**src/rtl/hazard_pkg.sv**
```systemverilog
// Shared encodings for the scoreboard hazard unit and its MUL latency tracker.
package hazard_pkg;

    localparam int unsigned REG_ADDR_W = 5;

    // Forward select: 0 reads the register file, i+1 selects producer stage i.
    localparam int unsigned FWD_NONE = 0;

    localparam logic [1:0] CAUSE_NONE = 2'd0;
    localparam logic [1:0] CAUSE_LOAD = 2'd1;
    localparam logic [1:0] CAUSE_SB   = 2'd2;
    localparam logic [1:0] CAUSE_DIV  = 2'd3;

    typedef logic [REG_ADDR_W-1:0] reg_addr_t;

    // Outstanding long-latency write: destination register plus valid flag.
    typedef struct packed {
        logic      valid;
        reg_addr_t rd;
    } sb_entry_t;

    function automatic int unsigned fwd_stage_code(input int stage);
        return int'(FWD_NONE) + stage + 1;
    endfunction

endpackage

```
**src/rtl/mul_latency_tracker.sv**
```systemverilog
// Fixed-latency MUL tracker: a MUL_LAT-deep {valid, rd} shift register that
// reports whether any queried register is still waiting on a multiply.
module mul_latency_tracker
    import hazard_pkg::*;
#(
    parameter int unsigned MUL_LAT   = 3,
    parameter int unsigned NUM_QUERY = 2
) (
    input  logic                              clk,
    input  logic                              reset_n,
    input  logic                              issue,
    input  reg_addr_t                         issue_rd,
    input  logic [NUM_QUERY*REG_ADDR_W-1:0]   query_rd,
    output logic [NUM_QUERY-1:0]              query_hit
);

    sb_entry_t [MUL_LAT-1:0] entries_q;

    // Shift every cycle; entry 0 takes the new MUL (or a bubble), the oldest falls off.
    always_ff @(posedge clk or negedge reset_n) begin
        if (!reset_n) begin
            entries_q <= '0;
        end else begin
            entries_q[0].valid <= issue;
            entries_q[0].rd    <= issue ? issue_rd : '0;
            for (int i = 1; i < int'(MUL_LAT); i++) begin
                entries_q[i] <= entries_q[i-1];
            end
        end
    end

    // Match each query against all valid entries; x0 never matches.
    always_comb begin
        query_hit = '0;
        for (int q = 0; q < int'(NUM_QUERY); q++) begin
            for (int i = 0; i < int'(MUL_LAT); i++) begin
                if (entries_q[i].valid &&
                    entries_q[i].rd == query_rd[q*REG_ADDR_W +: REG_ADDR_W] &&
                    query_rd[q*REG_ADDR_W +: REG_ADDR_W] != '0) begin
                    query_hit[q] = 1'b1;
                end
            end
        end
    end

endmodule

```
**src/rtl/scoreboard_hazard_unit.sv**
```systemverilog
// Hazard unit for the RV32IM pipeline: forwarding select over FWD_STAGES
// producers, load-use stalls, and a scoreboard for fixed-latency MUL and
// variable-latency DIV (RAW, WAW on the divider, divider structural).
// Also keeps a saturating stall-cycle counter with the current stall cause.
module scoreboard_hazard_unit
    import hazard_pkg::*;
#(
    parameter int unsigned FWD_STAGES = 3,
    parameter int unsigned MUL_LAT    = 3,
    parameter int unsigned SEL_W      = 2,  // must cover FWD_STAGES+1 codes
    parameter int unsigned CNT_W      = 16
) (
    input  logic                              clk,
    input  logic                              reset_n,
    input  logic [REG_ADDR_W-1:0]             rs1_id,
    input  logic [REG_ADDR_W-1:0]             rs2_id,
    input  logic                              rs1_used_id,
    input  logic                              rs2_used_id,
    input  logic [REG_ADDR_W-1:0]             rd_id,
    input  logic                              reg_write_enable_id,
    input  logic                              is_div_id,
    input  logic                              issue_valid_ex,
    input  logic [REG_ADDR_W-1:0]             rd_ex,
    input  logic                              reg_write_enable_ex,
    input  logic                              is_load_ex,
    input  logic                              is_mul_ex,
    input  logic                              is_div_ex,
    input  logic [REG_ADDR_W*FWD_STAGES-1:0]  fwd_rd,
    input  logic [FWD_STAGES-1:0]             fwd_we,
    input  logic                              div_done,
    output logic                              stall_pipeline,
    output logic [SEL_W-1:0]                  forward_rs1,
    output logic [SEL_W-1:0]                  forward_rs2,
    output logic                              div_busy,
    output logic [1:0]                        stall_cause,
    output logic [CNT_W-1:0]                  stall_count
);

    logic             mul_issue;
    logic             div_issue;
    logic [1:0]       mul_hit;
    sb_entry_t        div_q;
    logic             rs1_pending;
    logic             rs2_pending;
    logic             div_waw;
    logic             stall_struct;
    logic             stall_sb;
    logic             stall_load;
    logic [CNT_W-1:0] stall_count_q;

    assign mul_issue = issue_valid_ex & is_mul_ex & reg_write_enable_ex & (rd_ex != '0);
    assign div_issue = issue_valid_ex & is_div_ex & reg_write_enable_ex & (rd_ex != '0);

    mul_latency_tracker #(
        .MUL_LAT   (MUL_LAT),
        .NUM_QUERY (2)
    ) u_mul_tracker (
        .clk       (clk),
        .reset_n   (reset_n),
        .issue     (mul_issue),
        .issue_rd  (rd_ex),
        .query_rd  ({rs2_id, rs1_id}),
        .query_hit (mul_hit)
    );

    // Divider entry: a new issue wins over a same-cycle completion.
    always_ff @(posedge clk or negedge reset_n) begin
        if (!reset_n) begin
            div_q <= '0;
        end else if (div_issue) begin
            div_q.valid <= 1'b1;
            div_q.rd    <= rd_ex;
        end else if (div_done) begin
            div_q.valid <= 1'b0;
        end
    end

    // Pending lookups and the three stall sources.
    always_comb begin
        rs1_pending  = (rs1_id != '0) & (mul_hit[0] | (div_q.valid & (div_q.rd == rs1_id)));
        rs2_pending  = (rs2_id != '0) & (mul_hit[1] | (div_q.valid & (div_q.rd == rs2_id)));
        div_waw      = reg_write_enable_id & div_q.valid & (div_q.rd == rd_id) & (rd_id != '0);
        // div_done frees the unit this cycle, so a waiting DIV can follow immediately.
        stall_struct = is_div_id & div_q.valid & ~div_done;
        stall_sb     = (rs1_used_id & rs1_pending) | (rs2_used_id & rs2_pending) | div_waw;
        stall_load   = issue_valid_ex & is_load_ex & (rd_ex != '0) &
                       ((rs1_used_id & (rs1_id == rd_ex)) | (rs2_used_id & (rs2_id == rd_ex)));
    end

    // Stall and cause outputs, forced low while reset is held.
    always_comb begin
        stall_pipeline = 1'b0;
        stall_cause    = CAUSE_NONE;
        if (reset_n) begin
            stall_pipeline = stall_struct | stall_sb | stall_load;
            if (stall_struct) begin
                stall_cause = CAUSE_DIV;
            end else if (stall_sb) begin
                stall_cause = CAUSE_SB;
            end else if (stall_load) begin
                stall_cause = CAUSE_LOAD;
            end
        end
    end

    // Forwarding: iterate oldest to youngest so the lowest matching stage wins.
    always_comb begin
        forward_rs1 = SEL_W'(FWD_NONE);
        forward_rs2 = SEL_W'(FWD_NONE);
        if (reset_n) begin
            for (int i = int'(FWD_STAGES) - 1; i >= 0; i--) begin
                if (fwd_we[i] && fwd_rd[i*REG_ADDR_W +: REG_ADDR_W] == rs1_id && rs1_id != '0) begin
                    forward_rs1 = SEL_W'(fwd_stage_code(i));
                end
                if (fwd_we[i] && fwd_rd[i*REG_ADDR_W +: REG_ADDR_W] == rs2_id && rs2_id != '0) begin
                    forward_rs2 = SEL_W'(fwd_stage_code(i));
                end
            end
        end
    end

    // Saturating stall-cycle counter.
    always_ff @(posedge clk or negedge reset_n) begin
        if (!reset_n) begin
            stall_count_q <= '0;
        end else if (stall_pipeline && stall_count_q != '1) begin
            stall_count_q <= stall_count_q + 1'b1;
        end
    end

    assign div_busy    = div_q.valid;
    assign stall_count = stall_count_q;

endmodule

```
**config.mk**
```make
export PLATFORM = sky130hd
export DESIGN_NAME = scoreboard_hazard_unit
export DESIGN_NICKNAME = d
export VERILOG_FILES = /design/src/rtl/hazard_pkg.sv /design/src/rtl/mul_latency_tracker.sv /design/src/rtl/scoreboard_hazard_unit.sv
export SDC_FILE = /design/constraint.sdc
export NUM_CORES = 1
export LEC_CHECK = 0
export BUFFER_PORTS_ARGS = -buffer_cell sky130_fd_sc_hd__buf_2
export CORE_ASPECT_RATIO = 1.4
export CORE_UTILIZATION = 48
export DETAILED_ROUTE_END_ITERATION = 6
export PLACE_DENSITY = 0.77
export SETUP_SLACK_MARGIN = 0.02
export SYNTH_ARGS = -nofsm -noshare
export SYNTH_HDL_FRONTEND = slang
export SYNTH_SLANG_ARGS = --single-unit
```
**constraint.sdc**
```tcl
create_clock -name clk -period 2.1 [get_ports clk]
set_clock_uncertainty 0.05 [all_clocks]
set_input_delay 0 -clock clk [delete_from_list [all_inputs] [get_ports clk]]
set_output_delay 0 -clock clk [all_outputs]
set_load 0.05 [all_outputs]
```
==> flow_summary.json, run 1 <==
{
  "final_design_area_no_fill_mm2": 0.00389,
  "register_area_mm2": 0.00101,
  "start_util_pct": 50.2,
  "violations": "negative setup slack",
  "ys_seq_area_share_pct": 36.1,
  "n_fill_cell": 411,
  "pwr-share-clk_pct": 28.9,
  "cts_num_sinks": 40,
  "yosys.area.top_type": "dfrtp_1",
  "finalSetupViolCount": 18,
  "power_frac_comb_pct": 31.4,
  "syn_area_mm2": 0.00277,
  "path_max_fanout": 4,
  "cts-buffers-inserted": 5,
  "ir_drop_v": 0.000710,
  "regToRegSetupSlack_ns": -0.11,
  "drt-vias-per-instance": 5.60,
  "final.setup.worst_slack_ns": -0.131,
  "first_global_vias": 2713,
  "fin_crit_sh_pct": 106,
  "post_route_wl_mm": 8.27,
  "run_status": "finished with violations",
  "drt_first_iter_violations": 74,
  "total_global_route_track_usage_pct": 26.8,
  "coreArea_mm2": 0.00553,
  "rsz0062_at_grt": "yes",
  "critPathArrivalTime_ns": 2.18,
  "power.leakage_uw": 0.00192,
  "synth_area_per_cell_um2": 10.1,
  "global_route_wire_length_before_repair_mm": 12.2,
  "setup.worst_path.start_class": "flip-flop",
  "die_y_um": 91.9,
  "multi_input_comb_area_mm2": 0.00189,
  "drcViolationCount": 0,
  "root_buffer": "clkbuf_8",
  "die_area_mm2": 0.00609,
  "worst-setup-path-type": "flip-flop to primary output",
  "p_per_area_mw_per_mm2": 580,
  "post-dp-hpwl_mm": 5.63,
  "antenna_found_initial": 0,
  "cts_max_path_buffers": 2,
  "layout-drive-gt1-share_pct": 43.9,
  "htree_num_levels": 2,
  "synth.lib_cells_used.distinct": 38,
  "p_sw_uw": 755,
  "die_width_um": 66.2,
  "report.power.total_uw": 2250,
  "hold_path.class": "primary input to flip-flop",
  "critical_path_required_ns": 2.05,
  "gr-total-overflow": 0,
  "worst_r2r_start": "div_q[0]$_DFFE_PN0P_",
  "swShare_pct": 33.5,
  "clk-insertion-delay-late_ns": 0.31,
  "clk_pin_slew_worst_paths_ns": 0.08,
  "port-buffer-count": 73,
  "regToRegEndpoint": "stall_count[4]$_DFFE_PN0P_",
  "place_congestion": 0.850,
  "synth_cells": 274,
  "pin_count_of_the_biggest_net_entering_global_routing": 34,
  "hold_depth": 2,
  "nNetsFinal": 437,
  "commonest_non_fill_non_tap_cell_in_the_layout": "buf_2",
  "n_antenna_cell": 0,
  "max-slew-margin-rel_pct": 70.0,
  "rr_worst_depth": 10,
  "placement.cell_area_mm2": 0.00343,
  "synth_top_area_share_pct": 36.1,
  "area_delta_synth_final_pct": 40.2,
  "ys_top_cells_by_area": "dfrtp_1, xor2_1, xnor2_1, nor4_1, nand4_1",
  "layout_common_cells": "buf_2, xor2_1, xnor2_1",
  "drt.antenna.violating_nets": 0,
  "wire_length_per_cell_um": 18.2,
  "timing.hold.worst_endpoint": "div_q[3]$_DFFE_PN0P_",
  "fin_crit_ns": 2.23,
  "power_frac_seq_pct": 39.7,
  "design.portCount": 74,
  "syn-num-nets": 325,
  "cp-end-kind": "primary output",
  "maxCapViolations": 0,
  "number_of_flip_flops_and_latches_in_the_synthesized_netlist": 40,
  "drt_pass1_iterations": 4,
  "dr_total_vias": 2546,
  "timing_worst_slew_pin_value_ns": 0.446,
  "timing_max_transition_violations_final": 0,
  "cts_tree": "yes",
  "row_count": 32,
  "yosys_warnings": 0,
  "timing_hold_violations_final": 0,
  "holdCritStartpoint": "rd_ex[3]",
  "max_freq_ghz": 0.448,
  "power.internal_uw": 1500
}
## registers in the layout (all words and copies together), names as in the netlist
name,flops
stall_count,16
div_busy,1
u_mul_tracker.entries_q,18
div_q,5
## layer usage
layer,vias to the layer above,wire length [µm],GRT usage [%]
met2,100,4600,50.7
met4,0,267,13.3
met3,22,386,4.60
met1,1252,3010,27.0
met5,-,0,0
li1,1172,-,-
## cell usage after synthesis
cell       instances
inv_1              2
o31ai_1            2
nand4_1           13
buf_4              1
and2_1             2
nand3b_1           1
or4_1              2
buf_2              5
and3b_4            2
o21a_1             3
o21ai_0            4
xnor2_1           40
xor2_1            57
nand2b_1           1
nor4_1            20
o2111ai_1          1
nand2_1           15
dfrtp_1           40
nor2_2             1
nor3b_1            2
nor4_4             1
nand4b_1           1
o22ai_1            1
nor2_1             6
or2_2              3
nor3_2             3
clkbuf_1           1
buf_6              5
or4_4              2
nor2_4             2
mux2_2             5
nor3b_2            1
ha_1               1
nor3_1             3
nor2b_1            2
nand3_1           14
and3_1             7
mux2_4             2
## power groups by stage
stage	clock network, µW	logic [µW]	registers [µW]
2_1_floorplan	0	300	994
3_3_place_gp	0	601	905
3_5_place_dp	0	613	908
4_1_cts	660	644	892
5_1_grt	689	752	903
6_report	651	708	896
## repair_timing
item	in CTS	in global routing
resized for setup	17	29
hold buffers	4	0
hold endpoints to repair	46	0
setup endpoints to repair	17	19
buffers inserted	3	4
pin swaps	12	29
gates cloned	0	1
## worst max path at each step
stage	from	to	cells after the start
floorplan	rs1_id[1]	forward_rs1[1]	5
global placement	u_mul_tracker.entries_q[9]$_DFF_PN0_	stall_count[14]$_DFFE_PN0P_	9
detailed placement	u_mul_tracker.entries_q[0]$_DFF_PN0_	stall_count[14]$_DFFE_PN0P_	9
CTS	u_mul_tracker.entries_q[2]$_DFF_PN0_	stall_count[9]$_DFFE_PN0P_	9
global route	u_mul_tracker.entries_q[0]$_DFF_PN0_	stall_count[4]$_DFFE_PN0P_	10
finish	div_q[0]$_DFFE_PN0P_	stall_cause[1]	9
## through the flow
step                      utilization, %  setup WS (ns)  cells  hold slack, ns  setup TNS, ns
after floorplan                        -         0.0345    274          -0.346              0
after global placement              62.0        -0.0899    436          -0.173         -0.408
after detailed placement            62.0         -0.130    436          -0.173         -0.767
after CTS                           66.4        -0.0948    450         0.00391         -0.840
after global routing                70.3         -0.247    455         0.00902          -3.60
final                               70.3         -0.131    455         0.00609          -1.58
## worst max-delay path: stages, from the launching register on
cell	delay, ns
dfrtp_2	0.45
xor2_1	0.16
nor4_1	0.28
nand3_1	0.15
nand4_1	0.13
and3b_4	0.22
or2_4	0.16
o21ai_4	0.07
nand2_2	0.10
buf_8	0.15
## logic make-up after synthesis
group / after synthesis / synth area share (%)
fa+ha+maj: 1 / 0.451
compound gates: 11 / 2.62
flops: 40 / 36.1
simple gates: 104 / 23.5
buf+inv: 14 / 3.61
mux: 7 / 3.11
xor+xnor: 97 / 30.6
## cell type report
cell class              count  area share [%]
clock inverters             3            1.22
multi-input cells         220            48.7
repair buffers            117            20.0
clock buffers               5            1.77
flip-flops and latches     40            25.9
inverters                   2           0.193
well taps                  68            2.19
No activity file was read; power rests on OpenSTA's default activity.
==> inputs of run 2 (changes only) <==
--- a/config.mk
+++ b/config.mk
@@ -7,9 +7,9 @@
 export LEC_CHECK = 0
 export BUFFER_PORTS_ARGS = -buffer_cell sky130_fd_sc_hd__buf_2
 export CORE_ASPECT_RATIO = 1.4
-export CORE_UTILIZATION = 48
+export CORE_UTILIZATION = 50
 export DETAILED_ROUTE_END_ITERATION = 6
-export PLACE_DENSITY = 0.77
+export PLACE_DENSITY = 0.76
 export SETUP_SLACK_MARGIN = 0.02
 export SYNTH_ARGS = -nofsm -noshare
 export SYNTH_HDL_FRONTEND = slang
==> constraint.sdc (replaced) <==
create_clock -name clk -period 2.2 [get_ports clk]
set_clock_uncertainty 0.05 [all_clocks]
set_input_delay 0 -clock clk [delete_from_list [all_inputs] [get_ports clk]]
set_output_delay 0 -clock clk [all_outputs]
set_load 0.05 [all_outputs]
==> flow_summary.json, run 2 (synthesized netlist as in run 1, its figures left out) <==
{
  "hold-worst-slack_ns": 0.0178,
  "area_delta_synth_final_pct": 33.8,
  "drt.antenna.violating_nets": 0,
  "maxCapViolations": 0,
  "largest_register": "u_mul_tracker.entries_q",
  "critical-path-slowest-cell": "dfrtp_2",
  "fin_crit_ns": 2.20,
  "final.setup.worst_slack_ns": -0.00456,
  "commonest_non_fill_non_tap_cell_in_the_layout": "buf_2",
  "htree_num_levels": 2,
  "flip_flop_count_of_the_largest_register_after_layout": 18,
  "power.leakage_uw": 0.00179,
  "power_frac_comb_pct": 30.2,
  "start_util_pct": 53.0,
  "hold_path.class": "primary input to flip-flop",
  "post_route_wl_mm": 7.49,
  "drt_first_iter_violations": 52,
  "clk-insertion-delay-late_ns": 0.30,
  "path_delay_family": "simple AND/OR/NAND/NOR gates",
  "cts_max_path_buffers": 2,
  "run_status": "finished with violations",
  "max_stage_delay_ns": 0.43,
  "setup.worst_path.start_class": "flip-flop",
  "path_max_fanout": 12,
  "worst_path_most_repeated_cell": "buf_6",
  "crit_buf_inv": 3,
  "die_width_um": 64.9,
  "layout-drive-gt1-share_pct": 40.5,
  "layout_common_cells": "buf_2, xor2_1, xnor2_1",
  "drt-vias-per-instance": 5.52,
  "clk_pin_slew_worst_paths_ns": 0.08,
  "port-buffer-count": 73,
  "pin_count_of_the_biggest_net_entering_global_routing": 27,
  "drcViolationCount": 0,
  "power.internal_uw": 1420,
  "fin_cells": 446,
  "cts_num_sinks": 40,
  "report.power.total_uw": 2110,
  "power_frac_seq_pct": 40.4,
  "max-slew-margin-rel_pct": 67.7,
  "nNetsFinal": 430,
  "post-route-util_pct": 70.8,
  "die_y_um": 90.1,
  "root_buffer": "clkbuf_8",
  "critPathArrivalTime_ns": 2.33,
  "fin_crit_sh_pct": 100,
  "design.portCount": 74,
  "wire_length_per_cell_um": 16.8,
  "post-dp-hpwl_mm": 5.51,
  "first_global_vias": 2659,
  "p_per_area_mw_per_mm2": 570,
  "dr_total_vias": 2463,
  "timing_worst_slew_pin_value_ns": 0.480,
  "total_global_route_track_usage_pct": 26.1,
  "rsz0062_at_grt": "yes",
  "drt_pass1_iterations": 4,
  "ir_drop_v": 0.000576,
  "global_route_wire_length_before_repair_mm": 11.9,
  "n_antenna_cell": 0,
  "critical_path_required_ns": 2.33,
  "dp_slack_ns": -0.108,
  "row_count": 31,
  "violations": "negative setup slack",
  "die_area_mm2": 0.00585,
  "timing_max_transition_violations_final": 0,
  "antenna_found_initial": 0,
  "cts_tree": "yes",
  "max_freq_ghz": 0.454,
  "finalSetupViolCount": 1,
  "post-place-cells": 421,
  "swShare_pct": 32.9,
  "ordered_cell_list_for_the_critical_path": "buf_6 -> buf_6 -> xnor2_2 -> nand3_1 -> nand4_1 -> and3b_4 -> nor4_4 -> buf_12 -> nor2_2 -> mux2_4",
  "place_congestion": 0.868,
  "cp-end-kind": "flip-flop",
  "cts-buffers-inserted": 5,
  "gr-total-overflow": 0,
  "pwr-share-clk_pct": 29.4,
  "worst-setup-path-type": "flip-flop to flip-flop",
  "timing_hold_violations_final": 0,
  "p_sw_uw": 694,
  "coreArea_mm2": 0.00524
}
## run 2: routing by layer
layer / wire length [µm] / GRT usage (%) / up-vias
met1: 2830 / 27.0 / 1195
met2: 4130 / 49.7 / 86
met4: 187 / 10.6 / 0
li1: - / - / 1162
met3: 343 / 4.31 / 20
met5: 0 / 0 / -
## run 2: final timing paths
path,start,endpoint,slack [ns],depth (start not counted)
worst max-delay path,div_q[0]$_DFFE_PN0P_,stall_count[1]$_DFFE_PN0P_,-0.005,10
worst min-delay path,rd_ex[3],u_mul_tracker.entries_q[3]$_DFF_PN0_,0.02,2
worst max register to register,div_q[0]$_DFFE_PN0P_,stall_count[1]$_DFFE_PN0P_,-0.005,10
worst min register to register,u_mul_tracker.entries_q[5]$_DFF_PN0_,u_mul_tracker.entries_q[11]$_DFF_PN0_,0.35,0
max in group asynchronous,reset_n,stall_count[1]$_DFFE_PN0P_,1.45,3
min in group asynchronous,reset_n,div_busy$_DFFE_PN0P_,0.04,2
## run 2: worst register-to-register path, cell delays in order, from the launching register on
cell and delay, ns:
dfrtp_2 0.43, buf_6 0.12, buf_6 0.11, xnor2_2 0.11, nand3_1 0.11, nand4_1 0.10
and3b_4 0.21, nor4_4 0.31, buf_12 0.19, nor2_2 0.07, mux2_4 0.29
## run 2: cell type report
cell class              instances  area, µm²
flip-flops and latches         40       1010
clock inverters                 3       46.3
inverters                       2       7.51
fillers                       388       1530
repair buffers                110        709
multi-input cells             220       1790
clock buffers                   5       68.8
well taps                      66       82.6
## run 2: what timing repair did
| action | 4_1_cts | 5_1_grt |
|---|---|---|
| setup endpoints to repair | 13 | 18 |
| resized for setup | 19 | 15 |
| hold buffers | 8 | 0 |
| pin swaps | 13 | 5 |
| hold endpoints to repair | 50 | 0 |
| setup buffers | 8 | 2 |
## run 2: power groups by stage
stage	Clock, µW	Sequential (µW)	Combinational [µW]
final	620	853	639
after global routing	656	860	681
after CTS	635	850	615
after detailed placement	0	870	554
after global placement	0	868	539
after floorplan	0	948	284
## run 2: through the flow
step	area, µm²	setup TNS [ns]
5_1_grt	3710	-0.776
3_5_place_dp	3300	-0.406
2_1_floorplan	2780	0
4_1_cts	3620	-0.0415
3_3_place_gp	3300	-0.0127
6_report	3710	-0.00456
==> inputs of run 3 (changes only) <==
--- a/config.mk
+++ b/config.mk
@@ -14,3 +14,4 @@
 export SYNTH_ARGS = -nofsm -noshare
 export SYNTH_HDL_FRONTEND = slang
 export SYNTH_SLANG_ARGS = --single-unit
+export TNS_END_PERCENT = 10
==> flow_summary.json, run 3 (synthesized netlist as in run 1, its figures left out) <==
{
  "path_max_fanout": 15,
  "timing.hold.worst_endpoint": "u_mul_tracker.entries_q[0]$_DFF_PN0_",
  "start_util_pct": 53.0,
  "n_antenna_cell": 0,
  "maxCapViolations": 0,
  "drt.antenna.violating_nets": 0,
  "worst_r2r_start": "div_q[0]$_DFFE_PN0P_",
  "ordered_cell_list_for_the_critical_path": "xor2_1 -> nor4_1 -> nand3_1 -> nand4_1 -> and3b_4 -> nor4_4 -> buf_12 -> nor4_2 -> xor2_1",
  "power.leakage_uw": 0.00176,
  "row_count": 31,
  "n_fill_cell": 403,
  "critPathLaunch": "div_q[0]$_DFFE_PN0P_",
  "die_area_mm2": 0.00585,
  "p_per_area_mw_per_mm2": 549,
  "fin_crit_ns": 2.23,
  "finalSetupViolCount": 5,
  "root_buffer": "clkbuf_8",
  "fin_crit_sh_pct": 102,
  "layout_common_cells": "buf_2, xor2_1, xnor2_1",
  "coreArea_mm2": 0.00524,
  "violations": "negative setup slack",
  "max_freq_ghz": 0.448,
  "port-buffer-count": 73,
  "path_delay_family": "simple AND/OR/NAND/NOR gates",
  "clk_pin_slew_worst_paths_ns": 0.08,
  "cts_num_sinks": 40,
  "timing_worst_slew_pin_value_ns": 0.487,
  "critical-path-slowest-cell": "dfrtp_2",
  "rr_worst_depth": 9,
  "rsz0062_at_grt": "yes",
  "holdCritStartpoint": "rd_ex[0]",
  "hold_depth": 2,
  "setup.worst_path.start_class": "flip-flop",
  "place_congestion": 0.868,
  "post-dp-hpwl_mm": 5.49,
  "timing_max_transition_violations_final": 0,
  "hold_path.class": "primary input to flip-flop",
  "wire_length_per_cell_um": 16.8,
  "run_status": "finished with violations",
  "layout-drive-gt1-share_pct": 38.4,
  "flip_flop_count_of_the_largest_register_after_layout": 18,
  "cp-end-kind": "flip-flop",
  "largest_register": "u_mul_tracker.entries_q",
  "area_delta_synth_final_pct": 31.2,
  "cts-buffers-inserted": 5,
  "cts_tree": "yes",
  "die_width_um": 64.9,
  "antenna_found_initial": 0,
  "critPathArrivalTime_ns": 2.41,
  "total_global_route_track_usage_pct": 26.6,
  "drt_first_iter_violations": 59,
  "cts_max_path_buffers": 2,
  "crit_buf_inv": 1,
  "pin_count_of_the_biggest_net_entering_global_routing": 26,
  "first_global_vias": 2539,
  "drcViolationCount": 0,
  "dp_slack_ns": -0.0862,
  "regToRegSetupSlack_ns": -0.03,
  "post_route_wl_mm": 7.41,
  "clk-insertion-delay-late_ns": 0.30,
  "max-slew-margin-rel_pct": 67.2,
  "drt_pass1_iterations": 4,
  "fin_setup_tns_ns": -0.0771,
  "gr-total-overflow": 0,
  "critical_path_required_ns": 2.37,
  "worst_path_most_repeated_cell": "xor2_1",
  "worst-setup-path-type": "flip-flop to flip-flop",
  "design.portCount": 74,
  "regToRegEndpoint": "stall_count[15]$_DFFE_PN0P_",
  "commonest_non_fill_non_tap_cell_in_the_layout": "buf_2",
  "final.setup.worst_slack_ns": -0.0345,
  "global_route_wire_length_before_repair_mm": 11.9,
  "drt-vias-per-instance": 5.49,
  "timing_hold_violations_final": 0,
  "dr_total_vias": 2423,
  "max_stage_delay_ns": 0.42,
  "ir_drop_v": 0.000559,
  "nNetsFinal": 425,
  "report.power.total_uw": 2000,
  "die_y_um": 90.1,
  "htree_num_levels": 2
}
==> run 3: what timing repair did <==
item,4_1_cts,5_1_grt
endpoints found under the setup margin,13,17
resized for setup,18,11
pin swaps,9,8
endpoints found under the hold margin,50,0
setup buffers,5,1
hold buffers,7,0
==> run 3: how the worst max path moves through the flow <==
stage                                       end  slack [ns]  cells past startpoint
detailed placement  stall_count[14]$_DFFE_PN0P_       -0.09                      9
floorplan            stall_count[8]$_DFFE_PN0P_       -0.06                      8
global placement    stall_count[14]$_DFFE_PN0P_      -0.001                      9
CTS                              stall_cause[0]       -0.01                      8
finish              stall_count[15]$_DFFE_PN0P_       -0.03                      9
global route                     stall_pipeline       -0.10                      9
==> run 3: per-stage QoR <==
step	hold slack (ns)	cells	cell area (µm²)	utilization, %
5_1_grt	0.00721	441	3640	69.5
4_1_cts	0.00726	440	3570	68.1
6_report	0.0108	441	3640	69.5
2_1_floorplan	-0.346	274	2780	-
3_5_place_dp	-0.192	420	3290	62.8
3_3_place_gp	-0.190	420	3290	62.8
==> run 3: final cells by class <==
cell class / instances / area (µm²) / share of cell area (%)
Clock buffer: 6 / 82.6 / 2.27
Timing Repair Buffer: 105 / 658 / 18.1
Sequential cell: 40 / 1000 / 27.6
Clock inverter: 2 / 15.0 / 0.413
Tap cell: 66 / 82.6 / 2.27
Inverter: 2 / 7.51 / 0.206
Multi-Input combinational cell: 220 / 1790 / 49.2
==> run 3: where the power goes <==
group / internal, µW / switching [µW] / leakage (µW)
registers: 788 / 61.7 / 0.000537
clock network: 254 / 276 / 0.0000434
logic: 272 / 345 / 0.00118
total: 1310 / 682 / 0.00176
==> run 3: routing by layer <==
metal	wire, µm	share of wire, %	track usage [%]
met1	2820	38	28.9
met2	4040	54	48.4
met3	341	4.6	4.31
met4	216	2.9	12.4
met5	0	0	0
